`config.mk`:
```
export PLATFORM = sky130hd
export DESIGN_NAME = wb_write_arbiter
export DESIGN_NICKNAME = d
export VERILOG_FILES = /design/src/rtl/wb_write_arbiter.sv
export SDC_FILE = /design/constraint.sdc
export NUM_CORES = 1
export LEC_CHECK = 0
export CAP_MARGIN = 15
export CELL_PAD_IN_SITES_DETAIL_PLACEMENT = 0
export CELL_PAD_IN_SITES_GLOBAL_PLACEMENT = 1
export CORE_AREA = 3 3 151 153
export CTS_CLUSTER_DIAMETER = 200
export CTS_CLUSTER_SIZE = 40
export DETAILED_ROUTE_END_ITERATION = 16
export DIE_AREA = 0 0 154 156
export PLACE_DENSITY = 0.69
export SYNTH_ARGS = -nofsm -noshare
export SYNTH_HDL_FRONTEND = slang
export SYNTH_SLANG_ARGS = --single-unit
```
`constraint.sdc`:
```
create_clock -name clk -period 5.1 [get_ports clk]
set_input_delay 1.02 -clock clk [delete_from_list [all_inputs] [get_ports clk]]
set_output_delay 1.02 -clock clk [all_outputs]
set_load 0.02 [all_outputs]
```
`src/rtl/wb_write_arbiter.sv`:
```
`default_nettype none
// ============================================================================
// Module : wb_write_arbiter
// Merges fixed-priority pipeline WB writes with an in-order queue of
// multi-cycle results onto the single register-file write port.
// Rev    : 1.0  initial release
// ============================================================================
module wb_write_arbiter #(
  parameter int DEPTH        = 4,
  parameter int STARVE_LIMIT = 8
) (
  input  logic                       clk,
  input  logic                       clrn,
  input  logic                       pipe_wen,
  input  logic [4:0]                 pipe_wn,
  input  logic [31:0]                pipe_data,
  input  logic                       mc_valid,
  input  logic [4:0]                 mc_wn,
  input  logic [31:0]                mc_data,
  output logic                       mc_ready,
  input  logic [4:0]                 rq_a,
  input  logic [4:0]                 rq_b,
  output logic                       pending_a,
  output logic                       pending_b,
  output logic                       w_en,
  output logic [4:0]                 w_number,
  output logic [31:0]                w_data,
  output logic [$clog2(DEPTH+1)-1:0] q_count,
  output logic                       stall_req
);

  localparam int PW = $clog2(DEPTH);
  localparam int CW = $clog2(DEPTH + 1);
  localparam int SW = $clog2(STARVE_LIMIT + 1);
  localparam logic [CW-1:0] C_DEPTH = CW'(DEPTH);
  localparam logic [SW-1:0] C_LIMIT = SW'(STARVE_LIMIT);

  logic [4:0]    wn_q   [DEPTH];
  logic [4:0]    wn_d   [DEPTH];
  logic [31:0]   data_q [DEPTH];
  logic [31:0]   data_d [DEPTH];
  logic [PW-1:0] rd_ptr_q, rd_ptr_d;
  logic [PW-1:0] wr_ptr_q, wr_ptr_d;
  logic [CW-1:0] count_q, count_d;
  logic [SW-1:0] starve_q, starve_d;
  logic          stall_q, stall_d;

  logic pipe_busy;
  logic q_nonempty;
  logic pop;
  logic push;

  always_comb begin
    pipe_busy  = pipe_wen && (pipe_wn != 5'd0);
    q_nonempty = (count_q != '0);
    // Ready looks only at registered occupancy, so a full queue never accepts even while popping.
    mc_ready   = clrn && (count_q < C_DEPTH);
    pop        = clrn && q_nonempty && !pipe_busy;
    push       = mc_valid && mc_ready && (mc_wn != 5'd0);

    wn_d   = wn_q;
    data_d = data_q;
    if (push) begin
      wn_d[wr_ptr_q]   = mc_wn;
      data_d[wr_ptr_q] = mc_data;
    end

    wr_ptr_d = wr_ptr_q + PW'(push);
    rd_ptr_d = rd_ptr_q + PW'(pop);
    count_d  = count_q + CW'(push) - CW'(pop);

    if (pop || !q_nonempty) begin
      starve_d = '0;
    end else if (pipe_busy && (starve_q != C_LIMIT)) begin
      starve_d = starve_q + SW'(1);
    end else begin
      starve_d = starve_q;
    end
    stall_d = (starve_d == C_LIMIT);
  end

  always_comb begin
    w_en     = 1'b0;
    w_number = 5'd0;
    w_data   = 32'd0;
    if (clrn) begin
      if (pipe_busy) begin
        w_en     = 1'b1;
        w_number = pipe_wn;
        w_data   = pipe_data;
      end else if (q_nonempty) begin
        w_en     = 1'b1;
        w_number = wn_q[rd_ptr_q];
        w_data   = data_q[rd_ptr_q];
      end
    end
  end

  // Only the count_q entries starting at the head are live; the head still counts while it pops.
  always_comb begin
    pending_a = 1'b0;
    pending_b = 1'b0;
    for (int k = 0; k < DEPTH; k++) begin
      if (CW'(k) < count_q) begin
        if (wn_q[rd_ptr_q + PW'(k)] == rq_a) pending_a = 1'b1;
        if (wn_q[rd_ptr_q + PW'(k)] == rq_b) pending_b = 1'b1;
      end
    end
    if (!clrn || (rq_a == 5'd0)) pending_a = 1'b0;
    if (!clrn || (rq_b == 5'd0)) pending_b = 1'b0;
  end

  always_ff @(posedge clk) begin
    if (!clrn) begin
      rd_ptr_q <= '0;
      wr_ptr_q <= '0;
      count_q  <= '0;
      starve_q <= '0;
      stall_q  <= 1'b0;
    end else begin
      rd_ptr_q <= rd_ptr_d;
      wr_ptr_q <= wr_ptr_d;
      count_q  <= count_d;
      starve_q <= starve_d;
      stall_q  <= stall_d;
    end
  end

  always_ff @(posedge clk) begin
    wn_q   <= wn_d;
    data_q <= data_d;
  end

  assign q_count   = count_q;
  assign stall_req = stall_q;

endmodule
`default_nettype wire
```
==> out/results.ini <==
[outcome]
outcome=completed

[grt]
grt.total_usage_pct=14.1
globalRouteOverflowTotal=0
wire_length_of_the_first_global_routing_pass_mm=26.1
grt_start_max_net_pins=38
grt_pass1_vias=4693
grt_antenna_before_repair=0

[timing]
slew_viol_final=0
finalHoldWorstSlack_ns=0.553
timing.final.crit_period_ns=4.53
finClkSkew_ns=0.0108
final.period_utilization_pct=88.8
hold_viol_final=0
rsz0062_at_grt=false
tns_ns=0
max_clock_freq_mhz=221
timing_worst_slew_pin_value_ns=1.05
setup_slack_ns=0.573
setup-violations-final=0
tightest_slew_margin_relative_to_the_limit_pct=29.9

[clock_tree]
clkTransAtPathRegs_ns=0.06
post_cts_hold_buffer_count=0
cts.path.max_buffers=2
cts_tree=done
cts_max_level=4
post_cts_buffers=0
clock-sinks=160
cts_buffers=17
post_cts_resize_count=0
cts.root.buffer_cell=sky130_fd_sc_hd__clkbuf_16
clock_latency_of_the_later_clocked_register_in_the_worst_skew_pair_ns=0.42

[place]
place.detailed.hpwl_mm=10.9
gpl_congestion=0.855
post_dp_cell_area_um2=9090
dp.cells=844
port_buffers=132
pre_cts_ws_ns=0.573

[route]
routed-via-count=4396
avgViaCountPerCell=5.02
drt_first_iter_violations=305
wirelength_mm=16.5
ant_nets=0
detailedRoute.firstPassIterationCount=4
avgRoutedWirePerCell_um=18.9
detail_route.drc_violations=0

[power_and_ir_drop]
power.ir.vdd_worst_uv=215
power_frac_clock_pct=36.0
seq_power_share_pct=43.1
logic_pwr_share_pct=20.9
swShare_pct=26.8
static-leakage-power_uw=0.00316
power_density_nw_per_um2=367
power_switching_uw=952
intPower_uw=2610

[setup_path]
critPathCaptureType=output port
worst_path_max_delay_cell=sky130_fd_sc_hd__clkdlybuf4s50_1
cp.arrival_ns=3.51
worstSetupPathType=primary input to output port
critical_path.cell_chain=clkdlybuf4s50_1 > or4_1 > o21a_1 > and2_1 > buf_4 > a22o_1 > clkdlybuf4s50_1
worst-endpoint-required_ns=4.08
cp-start-kind=primary input
crit_top_cell=sky130_fd_sc_hd__clkdlybuf4s50_1
worst-path-buf-inv=3
critPathTopFamily=buffers and inverters
critPathMaxStageDelay_ns=0.55
cp_max_fo=32

[logic_synthesis]
seq_area_frac_synth_pct=62.4
yosys_warnings=0
post_synthesis_register_bit_count=160
netlist_area_um2=7500
number_of_distinct_library_cells_after_synthesis=42
syn-num-nets=554
postSynthCellCount=457
synth-main-ff-cell=sky130_fd_sc_hd__edfxtp_1
synth-edff-count=148
share_of_async_settable_or_async_resettable_flops_after_synthesis_pct=0
avgSynthCellArea_um2=16.4

[layout]
most_common_cell_after_layout_fill_and_taps_aside=sky130_fd_sc_hd__edfxtp_1
postLayoutCellArea_um2=9690
stdcell_count=875
area_growth_syn_to_layout_pct=29.2
antennaDiodeCount=0
layout_common_cells=148 x sky130_fd_sc_hd__edfxtp_1, 132 x sky130_fd_sc_hd__clkdlybuf4s50_1, 39 x sky130_fd_sc_hd__mux4_2, 35 x sky130_fd_sc_hd__xor2_1, 32 x sky130_fd_sc_hd__a22o_1
num-nets-final=680
layout-drive-gt1-share_pct=16.5

[floorplan]
die_area_um2=24000
placeableCoreArea_um2=21700
die_w_um=154
floorplan.die.height_um=156
floorplan.initialDensity_pct=34.6
floorplan.io_pins=133
num_rows=54

[min_path]
worstHoldPathType=flip-flop to flip-flop

[job]
cap_violations=0

[metal layers]
metal / track usage (%) / part of all wire, % / routed length (um)
met5: 0 / 0 / 0
met4: 2.90 / 0.73 / 120
met3: 4.38 / 5.6 / 934
met2: 23.9 / 49 / 8150
met1: 17.9 / 44 / 7330
[layout make-up]
type | count | area, um2
clock buffers | 17 | 425
clock inverters | 14 | 174
fillers | 1896 | 12000
well taps | 280 | 350
multi-input cells | 254 | 2630
inverters | 11 | 43.8
flip-flops and latches | 160 | 4690
repair buffers | 139 | 1390
[worst register-to-register path: stages, from the launching register on]
cell and delay (ns):
sky130_fd_sc_hd__dfxtp_1 0.36, sky130_fd_sc_hd__nor3_1 0.24, sky130_fd_sc_hd__nor2b_1 0.09, sky130_fd_sc_hd__nand2_1 0.15, sky130_fd_sc_hd__inv_1 0.10, sky130_fd_sc_hd__buf_12 0.18
sky130_fd_sc_hd__ha_1 0.29, sky130_fd_sc_hd__inv_1 0.04, sky130_fd_sc_hd__ha_1 0.18, sky130_fd_sc_hd__fa_1 0.39, sky130_fd_sc_hd__xnor2_1 0.14, sky130_fd_sc_hd__and2_1 0.15
[path summary, 6_finish.rpt]
check / startpoint / depth (start not counted) / slack [ns] / to
worst min register to register: starve_q[3] / 2 / 0.55 / starve_q[3]
worst max register to register: q_count[0] / 11 / 2.69 / q_count[2]
worst min-delay path: starve_q[3] / 2 / 0.55 / starve_q[3]
worst max-delay path: pipe_wn[1] / 7 / 0.57 / w_data[20]
[power groups by stage]
stage          combinational, uW  sequential (uW)  clock, uW
2_1_floorplan                474             1550          0
3_3_place_gp                 747             1560          0
3_5_place_dp                 758             1560          0
4_1_cts                      762             1530       1310
5_1_grt                      810             1540       1370
6_report                     745             1530       1280
[sequential cells by signal, summed over array words and instances, names as in the netlist]
name / cells
data_q: 128
stall_req: 1
starve_q: 4
wr_ptr_q: 2
wn_q: 20
q_count: 3
rd_ptr_q: 2
[cells by family after synthesis]
| family | count (synthesis) | share of synthesized area, % |
|---|---|---|
| buffers and inverters | 43 | 2.83 |
| adders and majority gates | 9 | 1.60 |
| DFF | 160 | 62.4 |
| AOI/OAI and AO/OA | 57 | 5.84 |
| muxes | 72 | 16.5 |
| and+or+nand+nor | 61 | 4.40 |
| xor gates and xnor gates | 55 | 6.42 |
[cell usage after synthesis (4+ instances only)]
| master | instances | area [um2] |
|---|---|---|
| sky130_fd_sc_hd__a31oi_1 | 4 | 25.0 |
| sky130_fd_sc_hd__xnor2_1 | 20 | 175 |
| sky130_fd_sc_hd__mux2_2 | 12 | 135 |
| sky130_fd_sc_hd__and2_1 | 10 | 62.6 |
| sky130_fd_sc_hd__mux2i_1 | 20 | 200 |
| sky130_fd_sc_hd__clkbuf_1 | 10 | 37.5 |
| sky130_fd_sc_hd__nand3_1 | 4 | 20.0 |
| sky130_fd_sc_hd__edfxtp_1 | 148 | 4440 |
| sky130_fd_sc_hd__nor3_1 | 9 | 45.0 |
| sky130_fd_sc_hd__dfxtp_1 | 12 | 240 |
| sky130_fd_sc_hd__o21ai_0 | 7 | 35.0 |
| sky130_fd_sc_hd__or4_1 | 4 | 30.0 |
| sky130_fd_sc_hd__nand2_1 | 10 | 37.5 |
| sky130_fd_sc_hd__ha_1 | 8 | 100 |
| sky130_fd_sc_hd__a22o_1 | 32 | 280 |
| sky130_fd_sc_hd__buf_6 | 4 | 45.0 |
| sky130_fd_sc_hd__nand4_1 | 5 | 31.3 |
| sky130_fd_sc_hd__buf_2 | 15 | 75.1 |
| sky130_fd_sc_hd__xor2_1 | 35 | 307 |
| sky130_fd_sc_hd__nor2_1 | 10 | 37.5 |
| sky130_fd_sc_hd__mux4_2 | 39 | 878 |
| sky130_fd_sc_hd__inv_1 | 10 | 37.5 |
[through the flow]
step	power, uW	utilization, %
after floorplan	2020	-
after global placement	2310	41.9
after detailed placement	2320	41.9
after CTS	3610	44.7
after global routing	3720	44.7
final	3560	44.7
No activity file was read; power rests on OpenSTA's default activity.
